[src/rtl/opf_stage_if.sv]
// opf_stage_if: bundles the IF-side fields, GPR read ports, EX feedback,
// pipeline control and the registered ID outputs of the operand fetch stage.
interface opf_stage_if;
    // IF register fields
    logic        if_valid;
    logic [31:0] if_pc;
    logic [4:0]  if_ra_addr;
    logic [4:0]  if_rb_addr;
    logic        if_use_ra;
    logic        if_use_rb;
    logic [4:0]  if_rd_addr;
    logic        if_we;
    logic        if_load;

    // GPR read ports (data already includes WB write-through)
    logic [4:0]  gpr_rd_addr_0;
    logic [4:0]  gpr_rd_addr_1;
    logic [31:0] gpr_rd_data_0;
    logic [31:0] gpr_rd_data_1;

    // EX stage destination and result
    logic        ex_we;
    logic        ex_load;
    logic [4:0]  ex_rd_addr;
    logic [31:0] ex_fwd_data;

    // Pipeline control
    logic        stall_in;
    logic        flush;
    logic        id_stall;

    // ID register outputs
    logic        id_valid;
    logic [31:0] id_pc;
    logic [31:0] id_ra_data;
    logic [31:0] id_rb_data;
    logic [4:0]  id_rd_addr;
    logic        id_we;
    logic        id_load;

    modport master (
        output if_valid, if_pc, if_ra_addr, if_rb_addr, if_use_ra, if_use_rb,
               if_rd_addr, if_we, if_load,
        output gpr_rd_data_0, gpr_rd_data_1,
        output ex_we, ex_load, ex_rd_addr, ex_fwd_data,
        output stall_in, flush,
        input  gpr_rd_addr_0, gpr_rd_addr_1, id_stall,
        input  id_valid, id_pc, id_ra_data, id_rb_data, id_rd_addr, id_we, id_load
    );

    modport slave (
        input  if_valid, if_pc, if_ra_addr, if_rb_addr, if_use_ra, if_use_rb,
               if_rd_addr, if_we, if_load,
        input  gpr_rd_data_0, gpr_rd_data_1,
        input  ex_we, ex_load, ex_rd_addr, ex_fwd_data,
        input  stall_in, flush,
        output gpr_rd_addr_0, gpr_rd_addr_1, id_stall,
        output id_valid, id_pc, id_ra_data, id_rb_data, id_rd_addr, id_we, id_load
    );
endinterface

[src/rtl/opf_stage.sv]
// opf_stage: operand fetch into the ID register with EX dependency interlock.
// Build option OPF_FWD_EN: forward the EX result and stall only on load-use.
module opf_stage (
    input  logic       clk,
    input  logic       rst,
    opf_stage_if.slave bus
);
    logic        match_a;
    logic        match_b;
    logic        hazard;
    logic [31:0] op_a;
    logic [31:0] op_b;

    assign bus.gpr_rd_addr_0 = bus.if_ra_addr;
    assign bus.gpr_rd_addr_1 = bus.if_rb_addr;

    // Matches are gated by if_valid so an empty slot never stalls or forwards.
    always_comb begin
        match_a = bus.if_valid && bus.if_use_ra && bus.ex_we &&
                  (bus.if_ra_addr == bus.ex_rd_addr);
        match_b = bus.if_valid && bus.if_use_rb && bus.ex_we &&
                  (bus.if_rb_addr == bus.ex_rd_addr);
`ifdef OPF_FWD_EN
        hazard = bus.if_valid && (match_a || match_b) && bus.ex_load;
        op_a   = (match_a && !bus.ex_load) ? bus.ex_fwd_data : bus.gpr_rd_data_0;
        op_b   = (match_b && !bus.ex_load) ? bus.ex_fwd_data : bus.gpr_rd_data_1;
`else
        hazard = bus.if_valid && (match_a || match_b);
        op_a   = bus.gpr_rd_data_0;
        op_b   = bus.gpr_rd_data_1;
`endif
        bus.id_stall = !bus.flush && (bus.stall_in || hazard);
    end

    always_ff @(posedge clk) begin
        if (rst) begin
            bus.id_valid   <= 1'b0;
            bus.id_we      <= 1'b0;
            bus.id_load    <= 1'b0;
            bus.id_pc      <= '0;
            bus.id_ra_data <= '0;
            bus.id_rb_data <= '0;
            bus.id_rd_addr <= '0;
        end else if (bus.flush) begin
            bus.id_valid <= 1'b0;
            bus.id_we    <= 1'b0;
            bus.id_load  <= 1'b0;
        end else if (bus.stall_in) begin
            bus.id_valid <= bus.id_valid;
        end else if (hazard) begin
            bus.id_valid <= 1'b0;
            bus.id_we    <= 1'b0;
            bus.id_load  <= 1'b0;
        end else begin
            bus.id_valid   <= bus.if_valid;
            bus.id_we      <= bus.if_we && bus.if_valid;
            bus.id_load    <= bus.if_load && bus.if_valid;
            bus.id_pc      <= bus.if_pc;
            bus.id_rd_addr <= bus.if_rd_addr;
            bus.id_ra_data <= op_a;
            bus.id_rb_data <= op_b;
        end
    end
endmodule

[src/flat_wrapper.sv]
// flat-port wrapper written by rule: the top's interface ports become plain ports
module opf_stage_flat 
  (clk, rst, bus_if_valid, bus_if_pc, bus_if_ra_addr, bus_if_rb_addr, bus_if_use_ra, bus_if_use_rb, bus_if_rd_addr, bus_if_we, bus_if_load, bus_gpr_rd_data_0, bus_gpr_rd_data_1, bus_ex_we, bus_ex_load, bus_ex_rd_addr, bus_ex_fwd_data, bus_stall_in, bus_flush, bus_gpr_rd_addr_0, bus_gpr_rd_addr_1, bus_id_stall, bus_id_valid, bus_id_pc, bus_id_ra_data, bus_id_rb_data, bus_id_rd_addr, bus_id_we, bus_id_load);
  opf_stage_if bus_i ();
  input  logic clk;
  input  logic rst;
  input wire logic [$bits(bus_i.if_valid)-1:0] bus_if_valid;
  input wire logic [$bits(bus_i.if_pc)-1:0] bus_if_pc;
  input wire logic [$bits(bus_i.if_ra_addr)-1:0] bus_if_ra_addr;
  input wire logic [$bits(bus_i.if_rb_addr)-1:0] bus_if_rb_addr;
  input wire logic [$bits(bus_i.if_use_ra)-1:0] bus_if_use_ra;
  input wire logic [$bits(bus_i.if_use_rb)-1:0] bus_if_use_rb;
  input wire logic [$bits(bus_i.if_rd_addr)-1:0] bus_if_rd_addr;
  input wire logic [$bits(bus_i.if_we)-1:0] bus_if_we;
  input wire logic [$bits(bus_i.if_load)-1:0] bus_if_load;
  input wire logic [$bits(bus_i.gpr_rd_data_0)-1:0] bus_gpr_rd_data_0;
  input wire logic [$bits(bus_i.gpr_rd_data_1)-1:0] bus_gpr_rd_data_1;
  input wire logic [$bits(bus_i.ex_we)-1:0] bus_ex_we;
  input wire logic [$bits(bus_i.ex_load)-1:0] bus_ex_load;
  input wire logic [$bits(bus_i.ex_rd_addr)-1:0] bus_ex_rd_addr;
  input wire logic [$bits(bus_i.ex_fwd_data)-1:0] bus_ex_fwd_data;
  input wire logic [$bits(bus_i.stall_in)-1:0] bus_stall_in;
  input wire logic [$bits(bus_i.flush)-1:0] bus_flush;
  output wire logic [$bits(bus_i.gpr_rd_addr_0)-1:0] bus_gpr_rd_addr_0;
  output wire logic [$bits(bus_i.gpr_rd_addr_1)-1:0] bus_gpr_rd_addr_1;
  output wire logic [$bits(bus_i.id_stall)-1:0] bus_id_stall;
  output wire logic [$bits(bus_i.id_valid)-1:0] bus_id_valid;
  output wire logic [$bits(bus_i.id_pc)-1:0] bus_id_pc;
  output wire logic [$bits(bus_i.id_ra_data)-1:0] bus_id_ra_data;
  output wire logic [$bits(bus_i.id_rb_data)-1:0] bus_id_rb_data;
  output wire logic [$bits(bus_i.id_rd_addr)-1:0] bus_id_rd_addr;
  output wire logic [$bits(bus_i.id_we)-1:0] bus_id_we;
  output wire logic [$bits(bus_i.id_load)-1:0] bus_id_load;
  assign bus_i.if_valid = bus_if_valid;
  assign bus_i.if_pc = bus_if_pc;
  assign bus_i.if_ra_addr = bus_if_ra_addr;
  assign bus_i.if_rb_addr = bus_if_rb_addr;
  assign bus_i.if_use_ra = bus_if_use_ra;
  assign bus_i.if_use_rb = bus_if_use_rb;
  assign bus_i.if_rd_addr = bus_if_rd_addr;
  assign bus_i.if_we = bus_if_we;
  assign bus_i.if_load = bus_if_load;
  assign bus_i.gpr_rd_data_0 = bus_gpr_rd_data_0;
  assign bus_i.gpr_rd_data_1 = bus_gpr_rd_data_1;
  assign bus_i.ex_we = bus_ex_we;
  assign bus_i.ex_load = bus_ex_load;
  assign bus_i.ex_rd_addr = bus_ex_rd_addr;
  assign bus_i.ex_fwd_data = bus_ex_fwd_data;
  assign bus_i.stall_in = bus_stall_in;
  assign bus_i.flush = bus_flush;
  assign bus_gpr_rd_addr_0 = bus_i.gpr_rd_addr_0;
  assign bus_gpr_rd_addr_1 = bus_i.gpr_rd_addr_1;
  assign bus_id_stall = bus_i.id_stall;
  assign bus_id_valid = bus_i.id_valid;
  assign bus_id_pc = bus_i.id_pc;
  assign bus_id_ra_data = bus_i.id_ra_data;
  assign bus_id_rb_data = bus_i.id_rb_data;
  assign bus_id_rd_addr = bus_i.id_rd_addr;
  assign bus_id_we = bus_i.id_we;
  assign bus_id_load = bus_i.id_load;
  opf_stage u_core (.clk(clk), .rst(rst), .bus(bus_i));
endmodule
[config.mk]
export PLATFORM = sky130hd
export DESIGN_NAME = opf_stage_flat
export DESIGN_NICKNAME = d
export VERILOG_FILES = /design/src/rtl/opf_stage_if.sv /design/src/rtl/opf_stage.sv /design/src/flat_wrapper.sv
export SDC_FILE = /design/constraint.sdc
export NUM_CORES = 1
export LEC_CHECK = 0
export ABC_AREA = 1
export CAP_MARGIN = 5
export CORE_ASPECT_RATIO = 1.4
export CORE_UTILIZATION = 35
export DETAILED_ROUTE_END_ITERATION = 10
export GPL_TIMING_DRIVEN = 0
export HOLD_SLACK_MARGIN = 0.06
export PLACE_DENSITY = 0.82
export SLEW_MARGIN = 20
export SYNTH_ARGS = -nofsm -noshare
export SYNTH_HDL_FRONTEND = slang
export SYNTH_SLANG_ARGS = --single-unit
[constraint.sdc]
create_clock -name clk -period 3.9 [get_ports clk]
set_clock_uncertainty 0.05 [all_clocks]
set_input_delay 0.585 -clock clk [delete_from_list [all_inputs] [get_ports clk]]
set_output_delay 0.585 -clock clk [all_outputs]
set_load 0.01 [all_outputs]
==> results.cfg <==
[run_status]
status = finished, final reports clean

[worst_setup_path]
cp-end-kind = output pin
ff2ff_path_depth = 4
critPathMaxFanout = 3
cp_cell_sequence = clkdlybuf4s50_1 > inv_1 > nand2_1 > nand2_1 > nor2_1 > nand3_1 > nand3_1 > nand2_1 > inv_1 > clkdlybuf4s50_1
crit_path_max_incr_delay_ps = 540
worstPathRequired_ps = 3260
crit_type = in -> out
crit_family = buffers and inverters
r2r_start = u_core.bus.id_rb_data[21]
crit_slowest_cell = clkdlybuf4s50_1
startpoint_type = primary input
critPathArrivalTime_ps = 2310
critPathBufInv = 4
crit_top_cell = nand2_1
reg2reg_slack_ps = 3190
reg2reg_to = u_core.bus.id_rb_data[21]

[cts]
root_buffer = clkbuf_16
post_cts_buffers = 0
cts_tree = yes
cts_max_level = 3
numCtsBuffers = 9
cts_hold_buf = 0
ctsResizeCount = 0
cts_buffer_depth = 2
clk-insertion-delay-late_ps = 340
cts_sinks = 104
clk_transition_reported_paths_ps = 70

[sta]
setup_slack_ps = 951
drv_slew = 0
fmax_mhz = 339
slew_headroom = 0.583
hold_viol_final = 0
rsz0062_at_grt = false
worst_pin_slew_ps = 626
setup_viol = 0
fin_tns_setup_ps = 0
period_share = 0.756
post-route-min-period_ps = 2950

[global_route]
gr-total-overflow = 0
grt_pass1_wl_um = 20800
track_usage = 0.188
grt_pass1_vias = 4415
antenna_found_initial = 0
grt_max_degree = 19

[flow_run]
maxCapViolCount = 0

[route]
final_antenna_net_count = 0
wl_um = 13000
drc = 0
first_pass_iters = 4
vias = 4810
detailedRoute.firstIterationViolations = 126
vias_per_cell = 4.12
post_drt_wl_per_cell_um = 11.2

[die]
io_pins = 274
die_area_um2 = 13800
start_util = 0.361
core_area_um2 = 12900
die_w_um = 99.6
row_count = 49
fp.dieH_um = 139

[placed_design]
globalplace.congestion = 0.812
preCtsSetupSlack_ps = 952
place_hpwl_um = 10000
port_buffers = 240
place_inst = 1152

[hold_path]
hold_path_end = u_core.bus.id_valid
hold_class = reg -> reg
hp-start = u_core.bus.id_valid
holdPathStages = 2

[layout]
areaGrowthSynthToFinish_pct = 62.4
instances_no_fill = 1168
final_layout_size_suffix_gt1_frac = 0.0515
antenna_cells = 0
nNetsFinal = 1144

[synth]
synth_edf_count = 0
ys_async_sr_fraction = 0
synth_fp_nets = 893
synth.most_common_cell = nand2_1
yosysUniqueCellTypes = 14
syn_avg_cell_area_um2 = 6.36
synth_top_area_frac = 0.446
ys_ff_latch = 104
synth_common_cells = nand2_1 (239), nor2_1 (208), inv_1 (124)
synth-seq-area-share = 0.446
synth_area_um2 = 4670
synth_flop_cell = dfxtp_1
ys_top_cells_by_area = dfxtp_1 (45%), nand2_1 (19%), nor2_1 (17%)
synth_cells = 734
yosysTopAreaCell = dfxtp_1
ys_warn_count = 0

[pwr]
peakVddDrop_v = 0.000229
p_leak_nw = 3.77
total_power_w = 0.00264
power.density_nw_per_um2 = 348
power breakdown:
part           internal, W  switching [W]  leakage (nW)
logic             0.000334       0.000251          2.77
registers          0.00113      0.0000348         0.858
clock network     0.000461       0.000421         0.141
total              0.00193       0.000707          3.77
worst min-delay path, delay by kind of cell, from the launching register on:
| kind | cells | cell delay, ps |
|---|---|---|
| AOI/OAI and AO/OA | 1 | 50 |
| and+or+nand+nor | 1 | 50 |
| DFF | 1 | 310 |
state kept, by name (all words and copies together), names as in the netlist:
name                   count
u_core.bus.id_pc          32
u_core.bus.id_ra_data     32
u_core.bus.id_rb_data     32
u_core.bus.id_rd_addr      5
u_core.bus.id_load         1
u_core.bus.id_valid        1
u_core.bus.id_we           1
metrics by stage:
step	cell area [um^2]	hold slack [ps]	utilization
finish	7580	403	0.586
global placement	7290	395	0.564
CTS	7580	405	0.586
detailed placement	7290	396	0.564
floorplan	4670	430	-
global route	7580	448	0.586
kinds of logic (layout without fill, tap and decap cells):
group           after synthesis  after routing  share of synthesized area
simple gates                458            458                      0.374
buf+inv                     169            425                      0.177
flops                       104            104                      0.446
compound gates                3              3                    0.00322
metal layers:
| layer | track usage | vias up | routed length (um) |
|---|---|---|---|
| li1 | - | 2575 | - |
| met1 | 0.202 | 2040 | 5210 |
| met2 | 0.344 | 168 | 6610 |
| met3 | 0.0509 | 27 | 810 |
| met4 | 0.0751 | 0 | 411 |
| met5 | 0 | - | 0 |
cell usage in the layout (no fill, tap or decap):
master,n
inv_8,1
clkbuf_8,1
clkinvlp_4,1
nand4_1,5
inv_1,124
buf_2,2
buf_6,20
nor2_1,208
clkinv_2,1
nand2_1,239
clkinv_4,1
clkdlybuf4s50_1,240
buf_1,3
buf_4,10
inv_2,2
a21oi_1,3
nand3_1,5
nand4_2,1
clkbuf_1,8
inv_6,2
clkbuf_16,9
dfxtp_1,104
cell type report:
cell class	instances	area [um^2]
fillers	1197	5350
repair buffers	240	2400
flip-flops and latches	104	2080
multi-input cells	461	1760
inverters	126	473
plain buffers	43	352
clock buffers	10	239
well taps	178	223
clock inverters	6	50.0
worst max-delay path by stage:
stage                 startpoint            to  cells past startpoint
2_1_floorplan  bus_ex_rd_addr[3]  bus_id_stall                      8
3_3_place_gp   bus_if_ra_addr[0]  bus_id_stall                     10
3_5_place_dp   bus_if_ra_addr[0]  bus_id_stall                     10
4_1_cts        bus_ex_rd_addr[2]  bus_id_stall                     10
5_1_grt        bus_ex_rd_addr[2]  bus_id_stall                     10
6_report       bus_ex_rd_addr[2]  bus_id_stall                     10
(Power assumes the default switching activity.)
